**config.mk**
```make
export PLATFORM = sky130hd
export DESIGN_NAME = mem_port_arbiter_flat
export DESIGN_NICKNAME = d
export VERILOG_FILES = /design/src/rtl/cpu_mem_pkg.sv /design/src/rtl/mem_port_arbiter_if.sv /design/src/rtl/mem_port_arbiter_pick.sv /design/src/rtl/mem_port_arbiter.sv /design/src/flat_wrapper.sv
export SDC_FILE = /design/constraint.sdc
export NUM_CORES = 1
export LEC_CHECK = 0
export BUFFER_PORTS_ARGS = -buffer_cell sky130_fd_sc_hd__buf_2
export CAP_MARGIN = 20
export CORE_MARGIN = 2
export CORE_UTILIZATION = 44
export CTS_BUF_LIST = sky130_fd_sc_hd__clkbuf_8
export CTS_CLUSTER_DIAMETER = 60
export DETAILED_ROUTE_END_ITERATION = 10
export PLACE_DENSITY_LB_ADDON = 0.1
export SLEW_MARGIN = 20
export SYNTH_ARGS = -nofsm -noshare
export SYNTH_HDL_FRONTEND = slang
export SYNTH_SLANG_ARGS = --single-unit
```
**constraint.sdc**
```tcl
create_clock -name clk -period 10.75 [get_ports clk]
set_input_delay 1.075 -clock clk [delete_from_list [all_inputs] [get_ports clk]]
set_output_delay 1.075 -clock clk [all_outputs]
set_load 0.02 [all_outputs]
```
**src/rtl/cpu_mem_pkg.sv**
```systemverilog
// Shared types and constants for the CPU memory-port arbiter.
package cpu_mem_pkg;

    typedef enum logic [1:0] {
        IDLE   = 2'd0,
        ACCESS = 2'd1,
        RESP   = 2'd2
    } arb_state_t;

    typedef enum logic {
        REQ_FETCH = 1'b0,
        REQ_DATA  = 1'b1
    } req_id_t;

    localparam logic MEM_RW_READ  = 1'b0;
    localparam logic MEM_RW_WRITE = 1'b1;

    function automatic req_id_t other_req(input req_id_t id);
        return (id == REQ_DATA) ? REQ_FETCH : REQ_DATA;
    endfunction

endpackage

```
**src/rtl/mem_port_arbiter_if.sv**
```systemverilog
// Requester and RAM pin bundle for mem_port_arbiter; slave = arbiter view.
interface mem_port_arbiter_if #(
    parameter int ADDR_W = 16,
    parameter int DATA_W = 32
);
    logic              fetch_req;
    logic [ADDR_W-1:0] fetch_addr;
    logic              fetch_gnt;
    logic              fetch_rvalid;
    logic [DATA_W-1:0] fetch_rdata;

    logic              data_req;
    logic              data_we;
    logic [ADDR_W-1:0] data_addr;
    logic [DATA_W-1:0] data_wdata;
    logic              data_gnt;
    logic              data_rvalid;
    logic [DATA_W-1:0] data_rdata;

    logic              mem_en;
    logic              mem_rw;
    logic [ADDR_W-1:0] mem_addr;
    logic [DATA_W-1:0] mem_wdata;
    logic [DATA_W-1:0] mem_rdata;

    modport slave (
        input  fetch_req, fetch_addr,
        input  data_req, data_we, data_addr, data_wdata,
        input  mem_rdata,
        output fetch_gnt, fetch_rvalid, fetch_rdata,
        output data_gnt, data_rvalid, data_rdata,
        output mem_en, mem_rw, mem_addr, mem_wdata
    );

    modport master (
        output fetch_req, fetch_addr,
        output data_req, data_we, data_addr, data_wdata,
        output mem_rdata,
        input  fetch_gnt, fetch_rvalid, fetch_rdata,
        input  data_gnt, data_rvalid, data_rdata,
        input  mem_en, mem_rw, mem_addr, mem_wdata
    );

endinterface

```
**src/rtl/mem_port_arbiter_pick.sv**
```systemverilog
// Combinational winner select between fetch and data requests.
module mem_arb_pick
    import cpu_mem_pkg::*;
(
    input  logic    i_fetch_req,
    input  logic    i_data_req,
    input  req_id_t i_last_gnt,
    output logic    o_any_req,
    output req_id_t o_winner
);

    // With i_last_gnt tied to REQ_FETCH this reduces to data-over-fetch priority.
    always_comb begin
        o_any_req = i_fetch_req | i_data_req;
        o_winner  = REQ_DATA;
        if (i_fetch_req && i_data_req) begin
            o_winner = other_req(i_last_gnt);
        end else if (i_fetch_req) begin
            o_winner = REQ_FETCH;
        end
    end

endmodule

```
**src/rtl/mem_port_arbiter.sv**
```systemverilog
// Shares the single-ported RAM between fetch and load/store requesters.
// Define MEM_ARB_ROUND_ROBIN_EN for round-robin; default is data-over-fetch priority.
module mem_port_arbiter
    import cpu_mem_pkg::*;
#(
    parameter int ADDR_W = 16,
    parameter int DATA_W = 32
) (
    input  logic              clk,
    input  logic              reset,
    mem_port_arbiter_if.slave bus
);

    arb_state_t        r_state;
    arb_state_t        w_next;
    req_id_t           r_owner;
    logic              r_rw;
    logic [ADDR_W-1:0] r_addr;
    logic [DATA_W-1:0] r_wdata;
    logic [DATA_W-1:0] r_fetch_rdata;
    logic [DATA_W-1:0] r_data_rdata;

    logic              w_any_req;
    logic              w_arb;
    req_id_t           w_winner;
    req_id_t           w_last;

`ifdef MEM_ARB_ROUND_ROBIN_EN
    req_id_t r_last;

    always_ff @(posedge clk or posedge reset) begin
        if (reset) begin
            r_last <= REQ_FETCH;
        end else if (w_arb) begin
            r_last <= w_winner;
        end
    end

    assign w_last = r_last;
`else
    assign w_last = REQ_FETCH;
`endif

    mem_arb_pick u_pick (
        .i_fetch_req (bus.fetch_req),
        .i_data_req  (bus.data_req),
        .i_last_gnt  (w_last),
        .o_any_req   (w_any_req),
        .o_winner    (w_winner)
    );

    assign w_arb = ((r_state == IDLE) || (r_state == RESP)) && w_any_req;

    always_ff @(posedge clk or posedge reset) begin
        if (reset) begin
            r_state <= IDLE;
        end else begin
            r_state <= w_next;
        end
    end

    always_ff @(posedge clk or posedge reset) begin
        if (reset) begin
            r_owner <= REQ_FETCH;
            r_rw    <= MEM_RW_READ;
            r_addr  <= '0;
            r_wdata <= '0;
        end else if (w_arb) begin
            r_owner <= w_winner;
            if (w_winner == REQ_DATA) begin
                r_rw    <= bus.data_we ? MEM_RW_WRITE : MEM_RW_READ;
                r_addr  <= bus.data_addr;
                r_wdata <= bus.data_wdata;
            end else begin
                r_rw    <= MEM_RW_READ;
                r_addr  <= bus.fetch_addr;
                r_wdata <= '0;
            end
        end
    end

    // RAM read data is only valid while mem_en is high, so capture at the end of ACCESS.
    always_ff @(posedge clk or posedge reset) begin
        if (reset) begin
            r_fetch_rdata <= '0;
            r_data_rdata  <= '0;
        end else if ((r_state == ACCESS) && (r_rw == MEM_RW_READ)) begin
            if (r_owner == REQ_FETCH) begin
                r_fetch_rdata <= bus.mem_rdata;
            end else begin
                r_data_rdata <= bus.mem_rdata;
            end
        end
    end

    always_comb begin
        w_next           = r_state;
        bus.fetch_gnt    = 1'b0;
        bus.data_gnt     = 1'b0;
        bus.fetch_rvalid = 1'b0;
        bus.data_rvalid  = 1'b0;
        bus.mem_en       = 1'b0;
        bus.mem_rw       = MEM_RW_READ;
        bus.mem_addr     = '0;
        bus.mem_wdata    = '0;
        case (r_state)
            IDLE, RESP: begin
                w_next = w_any_req ? ACCESS : IDLE;
                if ((r_state == RESP) && (r_rw == MEM_RW_READ)) begin
                    bus.fetch_rvalid = (r_owner == REQ_FETCH);
                    bus.data_rvalid  = (r_owner == REQ_DATA);
                end
            end
            ACCESS: begin
                w_next        = RESP;
                bus.mem_en    = 1'b1;
                bus.mem_rw    = r_rw;
                bus.mem_addr  = r_addr;
                bus.mem_wdata = r_wdata;
                bus.fetch_gnt = (r_owner == REQ_FETCH);
                bus.data_gnt  = (r_owner == REQ_DATA);
            end
            default: begin
                w_next = IDLE;
            end
        endcase
    end

    assign bus.fetch_rdata = r_fetch_rdata;
    assign bus.data_rdata  = r_data_rdata;

endmodule

```
**src/flat_wrapper.sv**
```systemverilog
// flat-port wrapper written by rule: the top's interface ports become plain ports
module mem_port_arbiter_flat import cpu_mem_pkg::*;
#(
    parameter int ADDR_W = 16,
    parameter int DATA_W = 32
)
  (clk, reset, bus_fetch_req, bus_fetch_addr, bus_data_req, bus_data_we, bus_data_addr, bus_data_wdata, bus_mem_rdata, bus_fetch_gnt, bus_fetch_rvalid, bus_fetch_rdata, bus_data_gnt, bus_data_rvalid, bus_data_rdata, bus_mem_en, bus_mem_rw, bus_mem_addr, bus_mem_wdata);
  mem_port_arbiter_if #(.ADDR_W(ADDR_W), .DATA_W(DATA_W)) bus_i ();
  input  logic clk;
  input  logic reset;
  input wire logic [$bits(bus_i.fetch_req)-1:0] bus_fetch_req;
  input wire logic [$bits(bus_i.fetch_addr)-1:0] bus_fetch_addr;
  input wire logic [$bits(bus_i.data_req)-1:0] bus_data_req;
  input wire logic [$bits(bus_i.data_we)-1:0] bus_data_we;
  input wire logic [$bits(bus_i.data_addr)-1:0] bus_data_addr;
  input wire logic [$bits(bus_i.data_wdata)-1:0] bus_data_wdata;
  input wire logic [$bits(bus_i.mem_rdata)-1:0] bus_mem_rdata;
  output wire logic [$bits(bus_i.fetch_gnt)-1:0] bus_fetch_gnt;
  output wire logic [$bits(bus_i.fetch_rvalid)-1:0] bus_fetch_rvalid;
  output wire logic [$bits(bus_i.fetch_rdata)-1:0] bus_fetch_rdata;
  output wire logic [$bits(bus_i.data_gnt)-1:0] bus_data_gnt;
  output wire logic [$bits(bus_i.data_rvalid)-1:0] bus_data_rvalid;
  output wire logic [$bits(bus_i.data_rdata)-1:0] bus_data_rdata;
  output wire logic [$bits(bus_i.mem_en)-1:0] bus_mem_en;
  output wire logic [$bits(bus_i.mem_rw)-1:0] bus_mem_rw;
  output wire logic [$bits(bus_i.mem_addr)-1:0] bus_mem_addr;
  output wire logic [$bits(bus_i.mem_wdata)-1:0] bus_mem_wdata;
  assign bus_i.fetch_req = bus_fetch_req;
  assign bus_i.fetch_addr = bus_fetch_addr;
  assign bus_i.data_req = bus_data_req;
  assign bus_i.data_we = bus_data_we;
  assign bus_i.data_addr = bus_data_addr;
  assign bus_i.data_wdata = bus_data_wdata;
  assign bus_i.mem_rdata = bus_mem_rdata;
  assign bus_fetch_gnt = bus_i.fetch_gnt;
  assign bus_fetch_rvalid = bus_i.fetch_rvalid;
  assign bus_fetch_rdata = bus_i.fetch_rdata;
  assign bus_data_gnt = bus_i.data_gnt;
  assign bus_data_rvalid = bus_i.data_rvalid;
  assign bus_data_rdata = bus_i.data_rdata;
  assign bus_mem_en = bus_i.mem_en;
  assign bus_mem_rw = bus_i.mem_rw;
  assign bus_mem_addr = bus_i.mem_addr;
  assign bus_mem_wdata = bus_i.mem_wdata;
  mem_port_arbiter #(.ADDR_W(ADDR_W), .DATA_W(DATA_W)) u_core (.clk(clk), .reset(reset), .bus(bus_i));
endmodule
```
# Word-level counts from Yosys, hierarchy flattened
# Cells that the tools add are included.
[word_totals]
out_inout_bits = 118
register_bits = 116
inputBits = 101
[op_classes]
muxes = 18
bitwise_logic = 3
eq_ne = 2
reduce_logical = 9
[ops]
columns = ["operator", "count"]
rows = [
  ["2-to-1 mux 32 bit", 2],
  ["2-to-1 mux 16 bit", 2],
  ["2-to-1 mux 1 bit", 13],
  ["logical AND 1 bit", 4],
  ["one-hot mux 2 bit (2 select lines)", 1],
  ["AND reduction 2 bit", 2],
  ["equality test 2 x 1 -> 1 bit, second input constant", 1],
  ["equality test 2 bit, second input constant", 1],
  ["zero test 2 bit", 1],
  ["inverter 1 bit", 2],
  ["OR reduction 2 bit", 1],
  ["logical OR 1 bit", 1],
  ["bitwise OR 1 bit", 1],
]

# Depth between registers and ports, before layout
# Gate-level depths: netlist of run 1.
[logic_depth]
ltp_word = 4
depth_mapped = 5

# Cells and area by module
# A second synthesis of run 1 with hierarchy kept.
[unflattened]
cells_unflattened = 398
area_unflattened_um2 = 5282.6
[modules_own_cells]
columns = ["mod", "n_inst", "cells_each", "seq_area_each_um2", "area_each_um2"]
rows = [
  ["mem_port_arbiter", 1, 395, 2902.8, 5267.6],
  ["mem_arb_pick", 1, 3, 0.0, 15.0],
]

# Worst setup path before layout of run 1
# OpenSTA, ideal clock, no wires.
[synth_timing]
kind = "reg2out"
startpoint = "reg u_core.r_state[0]"
endpoint = "out bus_fetch_rvalid"
stages_incl_launch_ff = 3
t_required_ns = 9.675
path_buffers = 1
arrival_ns = 1.369
slack_ns = 8.306
path_cell_list = "dfrtp_1 clkbuf_1 nor4b_1"
[synth_between]
elab_chain_len = 4
word_cells_on_any_way = 6
[synth_rtl]
columns = ["item", "line_no", "source"]
rows = [
  ["start: declaration", "mem_port_arbiter.sv:14", "arb_state_t r_state;"],
  ["start signal: assignment", "mem_port_arbiter.sv:58", "r_state <= w_next;"],
  ["equality test 2 bit", "mem_port_arbiter.sv:106, mem_port_arbiter.sv:109", ""],
  ["logical AND 1 bit", "mem_port_arbiter.sv:109", "if ((r_state == RESP) && (r_rw == MEM_RW_READ)) begin"],
  ["2-to-1 mux 1 bit", "mem_port_arbiter.sv:109", ""],
  ["2-to-1 mux 1 bit (*)", "mem_port_arbiter.sv:106", "case (r_state)"],
  ["end: declaration", "flat_wrapper.sv:19", "output wire logic [$bits(bus_i.fetch_rvalid)-1:0] bus_fetch_rvalid;"],
]
# Mark *: on every way between the ends. The rest lies on a longest branch, timed or not.

# Final worst setup path of run 1
[layout_timing]
startpoint = "reg u_core.r_state[0]"
endpoint = "out bus_mem_wdata[26]"
[layout_between]
elab_chain_len = 2
[layout_rtl]
columns = ["item", "line_no", "source"]
rows = [
  ["equality test 2 x 1 -> 1 bit", "mem_port_arbiter.sv:106", ""],
  ["2-to-1 mux 32 bit", "mem_port_arbiter.sv:106", ""],
  ["end: declaration", "flat_wrapper.sv:27", "output wire logic [$bits(bus_i.mem_wdata)-1:0] bus_mem_wdata;"],
]
# No other way between the ends.

==> metrics.cfg, run 1 <==
[outcome]
outcome=completed

[yosys]
post_synth_and_or_nand_nor_area_fraction_pct=11.4
synthXorXnorAreaFrac_pct=0
yosys.area_share.adder_pct=0
synth_cells=336
synthMuxAreaShare_pct=16.7
synth_cell_types=24
post_synth_instance_area_um2=5000
dominant_combinational_cell_family_by_area_after_synthesis=multiplexers
syn_nets=437
seq_area_frac_synth_pct=58.0
synth_compound_gate_area_share_pct=9.93
post_synth.cell_area_avg_um2=14.9
synth.ff_latch_count=116
synth_warnings=0

[die]
core_ar_um2=11000
floorplan.die.height_um=111
chipWidth_um=111
initial_core_util_pct=45.6
rows=38
number_of_primary_i_o_pins=219
die_outline_area_um2=12200

[cells_and_area]
layout_common_cells=218 x sky130_fd_sc_hd__buf_2, 116 x sky130_fd_sc_hd__dfrtp_1, 49 x sky130_fd_sc_hd__and2_1
final_common_cell=sky130_fd_sc_hd__buf_2
antenna_cells_inserted=0
post-route-cell-area_um2=6540
num-nets-final=652
final_layout_size_suffix_gt1_share_pct=60.8
filler_cell_count=917
syn_to_final_growth_pct=30.8

[worst_setup_path]
reg2reg_setup_slack_ns=8.66
worst_path_largest_cell_delay_ns=0.74
worst_r2r_path_depth=3
end_kind=primary output
r2r_end=u_core.bus.data_rdata[30]
critPathLaunchType=flop
critical_path.cell_chain=nor2b_2, buf_4, and2_1, buf_2
path_class=flop to primary output
critical_path_required_ns=9.68
worst_path_dominant_cell_family=flip-flops
worst_r2r_startpoint=u_core.r_state[0]
worst-endpoint-arrival_ns=2.21
worst_path_max_delay_cell=sky130_fd_sc_hd__dfrtp_1
worstPathBufferInverterCount=2
critical_path.max_fanout=52

[cts]
clock_network_latency_to_the_later_pin_of_the_worst_skew_pair_ns=0.42
cts_hold_repair.buffers=0
post_cts_setup_buffer_count=0
clkTransAtPathRegs_ns=0.07
clock_sinks=116
tritoncts=built
cts_root_buf=sky130_fd_sc_hd__clkbuf_8
clk_path_buf_depth=2
htreeDepth=4
cts_made_buffers=17
ctsResizeCount=0

[sta]
hold_viol_final=0
rsz0062_at_grt=false
finalClockSkew_ns=0.0113
achievable-frequency_mhz=304
whs_ns=0.484
post-route-min-period_ns=3.29
setup_viol=0
timing_max_transition_violations_final=0
worst-slew-pin-transition_ns=0.797
timing.max_slew.rel_slack_pct=46.8
setup_tns_ns=0
finalCritPeriodShare_pct=30.6

[flow_run]
maxCapViolations=0

[grt]
grt_max_degree=79
grt_pass1_wl_mm=18.7
grt_usage_pct=19.1
via_count_of_the_first_global_routing_pass=3717
grt.overflow.total=0
antenna_found_initial=1

[route]
detailedRoute.firstIterationViolations=134
postRouteAntennaNets=0
post_drt_wl_per_cell_um=16.2
routed_wl_mm=11.4
drt-pass1-iter-count=4
drt-vias-per-instance=5.03
dr_total_vias=3538
drc=0

[min_path]
worst_hold_class=flop to flop
worst_hold_path.num_cells=1
hold_path_end=u_core.bus.fetch_rdata[26]
holdCritStartpoint=u_core.bus.fetch_rdata[26]

[power_and_ir_drop]
ir_worst_vdd_uv=153
static_power_due_to_leakage_uw=0.00330
power_per_cell_area_nw_per_um2=259

[place]
place.gp.congestion=0.796
port_buffers=218
detailedPlacementHpwl_mm=7.81
dpl_cell_area_um2=6120

==> sequential cells by signal, summed over array words and instances, names as in the netlist <==
name                    count
u_core.r_rw                 1
u_core.bus.data_rdata      32
u_core.r_addr              16
u_core.r_state              2
u_core.r_wdata             32
u_core.bus.fetch_rdata     32
u_core.r_owner              1
==> cell usage after synthesis, drive strengths merged <==
cell type | n | area [um2]
a22o | 33 | 290
inv | 2 | 7.50
o221a | 16 | 180
dfrtp | 116 | 2900
and4bb | 2 | 25.0
clkbuf | 13 | 48.8
or4b | 16 | 160
mux2 | 64 | 833
nor2b | 4 | 25.0
nand2b | 2 | 12.5
a21o | 1 | 7.51
buf | 14 | 146
o21bai | 1 | 18.8
and2 | 50 | 314
nor4b | 2 | 32.5
==> logic make-up (layout without fill, tap and decap cells) <==
logic type | count (synthesis) | after routing
mux | 64 | 64
flops | 116 | 116
buf+inv | 29 | 257
simple gates | 76 | 76
compound gates | 51 | 51
==> metal layers <==
metal	vias up	global-route usage [%]	part of all wire (%)
li1	1661	-	-
met3	23	6.83	7.9
met5	-	0	0.11
met4	2	7.33	2.1
met2	157	29.7	47
met1	1695	24.5	43
==> through the flow <==
step	worst slack (ns)	cells	utilization, %	power [uW]
after floorplan	6.60	336	-	1090
after global placement	7.95	672	55.7	1290
after detailed placement	7.92	672	55.7	1300
after CTS	7.45	704	59.5	1720
after global routing	7.28	704	59.6	1790
final	7.46	704	59.6	1700
==> where the power goes <==
part | internal, uW | total (uW) | switching (uW)
registers | 589 | 669 | 80.4
clock network | 229 | 414 | 185
logic | 279 | 613 | 335
==> final cells by class <==
cell class / instances / area (um2) / share of cell area [%]
clock buffer: 20 / 275 / 4.21
sequential: 116 / 2900 / 44.4
timing repair buffer: 223 / 1130 / 17.3
tap: 140 / 175 / 2.68
clock inverter: 12 / 144 / 2.20
inverter: 2 / 10.0 / 0.153
multi-input combinational: 191 / 1900 / 29.1
==> worst reg2reg max path: stages (launching register included) <==
cell,delay (ns)
sky130_fd_sc_hd__dfrtp_1,0.74
sky130_fd_sc_hd__and4bb_2,0.31
sky130_fd_sc_hd__buf_4,0.51
sky130_fd_sc_hd__mux2_2,0.42
==> worst max-delay path by stage <==
stage	start	to	slack, ns	depth (start not counted)
after floorplan	reset	u_core.bus.data_rdata[0]	6.60	1
after global placement	u_core.r_state[0]	bus_mem_wdata[31]	7.95	4
after detailed placement	u_core.r_state[0]	bus_mem_wdata[26]	7.92	4
after CTS	u_core.r_state[0]	bus_mem_wdata[26]	7.45	4
after global routing	u_core.r_state[0]	bus_mem_wdata[26]	7.28	4
final	u_core.r_state[0]	bus_mem_wdata[26]	7.46	4
Note: power is estimated with default switching activity, not from simulation.
==> inputs of run 2 (changes only) <==
==> constraint.sdc (replaced) <==
create_clock -name clk -period 3.1 [get_ports clk]
set_input_delay 0.31 -clock clk [delete_from_list [all_inputs] [get_ports clk]]
set_output_delay 0.31 -clock clk [all_outputs]
set_load 0.02 [all_outputs]
==> run 2 against run 1 <==
Net effect:
- die area stayed put
- largest power group unchanged
- highest routed layer is now met4
- via count is 0.28% lower
- critical endpoint is now bus_mem_wdata[31]
- register-to-register slack worse by 7.6 ns
- clock-buffer cell count stayed put
==> metrics.cfg, run 2 (synthesized netlist as in run 1, its figures left out) <==
[outcome]
outcome=completed

[cts]
cts_root_buf=sky130_fd_sc_hd__clkbuf_8
post_cts_setup_buffer_count=0
clock_network_latency_to_the_later_pin_of_the_worst_skew_pair_ns=0.41
tritoncts=built
cts_hold_repair.buffers=0
ctsResizeCount=0
cts_made_buffers=17
htreeDepth=4
clkTransAtPathRegs_ns=0.06
clock_sinks=116
clk_path_buf_depth=2

[die]
number_of_primary_i_o_pins=219
chipWidth_um=111
floorplan.die.height_um=111
die_outline_area_um2=12200
core_ar_um2=11000
rows=38
initial_core_util_pct=45.6

[cells_and_area]
final_layout_size_suffix_gt1_share_pct=59.7
antenna_cells_inserted=0
syn_to_final_growth_pct=29.8
final_cells=703
num-nets-final=652
layout_common_cells=218 x sky130_fd_sc_hd__buf_2, 116 x sky130_fd_sc_hd__dfrtp_1, 49 x sky130_fd_sc_hd__and2_1
filler_cell_count=910
final_common_cell=sky130_fd_sc_hd__buf_2

[sta]
achievable-frequency_mhz=400
worst-slew-pin-transition_ns=0.854
finalCritPeriodShare_pct=80.7
rsz0062_at_grt=false
finalClockSkew_ns=0.00775
timing.max_slew.rel_slack_pct=42.9
setup_viol=0
post-route-min-period_ns=2.50
setup_slack_ns=0.599
timing_max_transition_violations_final=0
setup_tns_ns=0
hold_viol_final=0

[place]
port_buffers=218
place.gp.congestion=0.812
number_of_instances_in_the_placed_design=672
detailedPlacementHpwl_mm=7.79
dpl_worst_slack_ns=1.02

[power_and_ir_drop]
cellInternalPower_uw=3680
p_sw_uw=1990
power_frac_clock_pct=21.5
p_seq_share_pct=41.0
power_per_cell_area_nw_per_um2=874
sw_frac_of_total_pct=35.1
ir_worst_vdd_uv=587
power_frac_comb_pct=37.5
static_power_due_to_leakage_uw=0.00330

[worst_setup_path]
critPathLaunchType=flop
critical_path.max_fanout=52
critical_path_required_ns=2.79
end_kind=primary output
path_class=flop to primary output
worst-endpoint-arrival_ns=2.19

[grt]
grt_usage_pct=19.2
grt_pass1_wl_mm=18.8
grt_max_degree=117
antenna_found_initial=0
via_count_of_the_first_global_routing_pass=3619
grt.overflow.total=0

[route]
detailedRoute.firstIterationViolations=159
dr_total_vias=3528
postRouteAntennaNets=0
drt-pass1-iter-count=4
routed_wl_mm=11.5
drt-vias-per-instance=5.02
drc=0
post_drt_wl_per_cell_um=16.4

[flow_run]
maxCapViolations=0

[min_path]
worst_hold_class=primary input to async pin

[run 2: path summary, 6_finish.rpt]
kind	depth (start not counted)	slack [ns]	endpoint	from
worst max register to register	3	1.05	u_core.bus.data_rdata[29]	u_core.r_state[0]
min in group clk	2	0.11	u_core.r_wdata[4]	bus_data_wdata[4]
max in group asynchronous	3	2.59	u_core.bus.data_rdata[24]	reset
worst min register to register	1	0.48	u_core.bus.fetch_rdata[25]	u_core.bus.fetch_rdata[25]
worst min-delay path	3	0.08	u_core.r_wdata[29]	reset
worst max-delay path	4	0.60	bus_mem_wdata[31]	u_core.r_state[0]
[run 2: metal layers]
metal / track usage (%) / routed length [um]
met5: 0 / 0
met4: 7.92 / 210
met3: 6.45 / 945
met2: 29.2 / 5260
met1: 25.3 / 5120
[run 2: final cells by class]
class	instances	area, um2	area share, %
Inverter	2	11.3	0.173
Timing Repair Buffer	223	1150	17.8
Clock buffer	20	275	4.24
Multi-Input combinational cell	191	1900	29.3
Tap cell	140	175	2.70
Clock inverter	11	72.6	1.12
Sequential cell	116	2900	44.7
[run 2: through the flow]
step                total power [uW]  hold WS (ns)  instance area (um2)  util (%)
floorplan                       3770         0.443                 5010         -
global placement                4460         0.463                 6150      56.0
detailed placement              4500         0.473                 6150      56.0
CTS                             5750        0.0788                 6490      59.1
global route                    6000        0.0876                 6490      59.1
finish                          5670        0.0810                 6490      59.1
[run 2: worst max-delay path, stage by stage, from the launching register on]
cell and delay, ns:
sky130_fd_sc_hd__dfrtp_1 0.74, sky130_fd_sc_hd__nor2b_2 0.25, sky130_fd_sc_hd__buf_4 0.37, sky130_fd_sc_hd__and2_1 0.23
sky130_fd_sc_hd__buf_2 0.18
[run 2: power groups by stage]
stage	Combinational, uW	Sequential, uW	Clock, uW
finish	2130	2330	1220
CTS	2150	2330	1260
detailed placement	2150	2350	0
global placement	2120	2340	0
global route	2260	2400	1350
floorplan	924	2850	0
==> inputs of run 3 (changes only) <==
--- a/config.mk
+++ b/config.mk
@@ -5,6 +5,7 @@
 export SDC_FILE = /design/constraint.sdc
 export NUM_CORES = 1
 export LEC_CHECK = 0
+export ABC_AREA = 1
 export BUFFER_PORTS_ARGS = -buffer_cell sky130_fd_sc_hd__buf_2
 export CAP_MARGIN = 20
 export CORE_MARGIN = 2
==> constraint.sdc (replaced) <==
create_clock -name clk -period 2.6 [get_ports clk]
set_input_delay 0.26 -clock clk [delete_from_list [all_inputs] [get_ports clk]]
set_output_delay 0.26 -clock clk [all_outputs]
set_load 0.02 [all_outputs]
==> run 3 against run 2 <==
Net effect:
- total power increased by 21%
- first-iteration DRC count increased by 87%
- sequential power increased by 18%
- setup slack got worse by 0.22 ns
- combinational power increased by 15%
- largest cell class unchanged
- highest routed layer unchanged
==> metrics.cfg, run 3 <==
[outcome]
outcome=completed

[grt]
grt_busiest_layer=met2
grt_pass1_wl_mm=23.1
grt.met1_usage_pct=28.9
grt_max_degree=66
groute.layer.met2.usage_pct=37.7
via_count_of_the_first_global_routing_pass=4937
grt.met3_usage_pct=6.00
grt.overflow.total=0
antenna_found_initial=0
grt_usage_pct=22.6

[worst_setup_path]
critical_path.cell_chain=inv_2, nor2_8, buf_4, buf_2
worst-endpoint-arrival_ns=1.96
r2r_end=u_core.bus.data_rdata[19]
worst_setup_path_endpoint=bus_mem_en
reg2reg_setup_slack_ns=0.78
worst_r2r_startpoint=u_core.r_owner
setup.worst_path.start=u_core.r_state[0]
critical_path_required_ns=2.34
worst_path_max_delay_cell=sky130_fd_sc_hd__buf_4
worst_path_dominant_cell_family=buffers and inverters
worst_path_largest_cell_delay_ns=0.52
worst_r2r_path_depth=4
path_class=flop to primary output
critical_path.max_fanout=65
end_kind=primary output
timing.critical_path.depth=4
worstPathBufferInverterCount=3
critPathLaunchType=flop

[cts]
ctsResizeCount=0
clkTransAtPathRegs_ns=0.07
clock_network_latency_to_the_later_pin_of_the_worst_skew_pair_ns=0.42
htreeDepth=4
cts_hold_repair.buffers=0
clk_path_buf_depth=2
tritoncts=built
clock_sinks=116
cts_root_buf=sky130_fd_sc_hd__clkbuf_8
post_cts_setup_buffer_count=0
cts_made_buffers=17

[power_and_ir_drop]
static_power_due_to_leakage_uw=0.00399
power_per_cell_area_nw_per_um2=1010
ir_worst_vdd_uv=282

[sta]
post-route-min-period_ns=2.22
rsz0062_at_grt=false
setup_tns_ns=0
achievable-frequency_mhz=450
worst-slew-pin-transition_ns=0.873
finalClockSkew_ns=0.0132
hold_viol_final=0
finalCritPeriodShare_pct=85.5
setup_viol=0
timing_max_transition_violations_final=0
timing.max_slew.rel_slack_pct=41.7

[cells_and_area]
final_cells=1007
layout_common_cells=218 x sky130_fd_sc_hd__buf_2, 210 x sky130_fd_sc_hd__nand2_1, 116 x sky130_fd_sc_hd__dfrtp_1
multi_input_area_um2=1800
antenna_cells_inserted=0
seqCellArea_um2=2900
syn_to_final_growth_pct=29.5
filler_cell_count=1118
num-nets-final=953
final_layout_size_suffix_gt1_share_pct=31.4
final_common_cell=sky130_fd_sc_hd__buf_2

[yosys]
post_synth_instance_area_um2=5260
postSynth.asyncResetShare_pct=100
syn_nets=750
synth_top_flop_cell=sky130_fd_sc_hd__dfrtp_1
synth_warnings=0
seq_area_frac_synth_pct=55.2
post_synth.cell_area_avg_um2=8.10
yosysTopAreaCell=sky130_fd_sc_hd__dfrtp_1
synth_cells=649
yosysMostFrequentCell=sky130_fd_sc_hd__nand2_1
synth_top_area_share_pct=55.2
synth_cell_types=18
number_of_flops_mapped_to_enable_cells_by_yosys=0
synth_top_cells_by_area=sky130_fd_sc_hd__dfrtp_1 55%, sky130_fd_sc_hd__nand2_1 15%, sky130_fd_sc_hd__nand4_1 7.6%
synth.ff_latch_count=116
synth_commonest_cells=210 x sky130_fd_sc_hd__nand2_1, 116 x sky130_fd_sc_hd__dfrtp_1, 81 x sky130_fd_sc_hd__inv_1

[die]
die_outline_area_um2=12800
core_ar_um2=11600
initial_core_util_pct=45.5
rows=39
number_of_primary_i_o_pins=219
floorplan.die.height_um=113
chipWidth_um=113

[route]
postRouteAntennaNets=0
post_drt_wl_per_cell_um=13.9
drt-pass1-iter-count=4
dr_total_vias=5042
drc=0
detailedRoute.firstIterationViolations=297
drt-vias-per-instance=5.01
routed_wl_mm=14.0

[min_path]
worst_hold_class=primary input to async pin

[place]
detailedPlacementHpwl_mm=9.55
port_buffers=218
place.gp.congestion=0.814
number_of_instances_in_the_placed_design=976

[flow_run]
maxCapViolations=0

run 3: layout make-up:
cell class / count / share of cell area, %
clock buffers: 19 / 3.84
clock inverters: 12 / 2.04
inverters: 87 / 4.85
multi-input cells: 401 / 26.4
flip-flops and latches: 116 / 42.6
well taps: 143 / 2.63
repair buffers: 229 / 17.6
run 3: how the worst min path moves through the flow:
stage	start	end	slack [ns]	cells after the start
finish	reset	u_core.bus.data_rdata[23]	0.008	2
global route	bus_data_wdata[3]	u_core.r_wdata[3]	0.02	3
CTS	reset	u_core.bus.data_rdata[23]	0.02	2
detailed placement	u_core.bus.fetch_rdata[12]	u_core.bus.fetch_rdata[12]	0.45	2
global placement	u_core.bus.data_rdata[15]	u_core.bus.data_rdata[15]	0.45	2
floorplan	bus_data_we	u_core.r_rw	0.38	2
run 3: through the flow:
| stage | util [%] | instance area (um2) | hold WS (ns) | total power (uW) | worst slack [ns] |
|---|---|---|---|---|---|
| final | 58.9 | 6810 | 0.00755 | 6880 | 0.376 |
| after global routing | 58.9 | 6810 | 0.0241 | 7330 | 0.246 |
| after CTS | 58.9 | 6810 | 0.0166 | 6940 | 0.360 |
| after detailed placement | 55.4 | 6410 | 0.453 | 5240 | 0.792 |
| after global placement | 55.4 | 6400 | 0.448 | 5190 | 0.825 |
| after floorplan | - | 5260 | 0.381 | 4320 | 0.927 |
run 3: worst reg2reg max path, delay by kind of cell, from the launching register on:
kind / cells / cell delay, ns
buffers and inverters: 1 / 0.37
flip-flops: 1 / 0.36
AND/OR/NAND/NOR: 3 / 0.97
run 3: power breakdown:
group / internal, uW / switching [uW]
Combinational: 768 / 1690
Sequential: 2420 / 323
Clock: 979 / 699
Total: 4160 / 2710
run 3: cell families (layout without fill, tap and decap cells):
family	after synthesis	after routing	synth area share, %
AO/OA/AOI/OAI	34	34	3.28
flip-flops	116	116	55.2
buffers and inverters	132	347	10.7
AND/OR/NAND/NOR	367	367	30.8
run 3: metal layers:
metal  wire length, um  vias up
li1                  -     2444
met4               150        0
met1              5910     2378
met5                 0        -
met2              6960      208
met3              1020       12
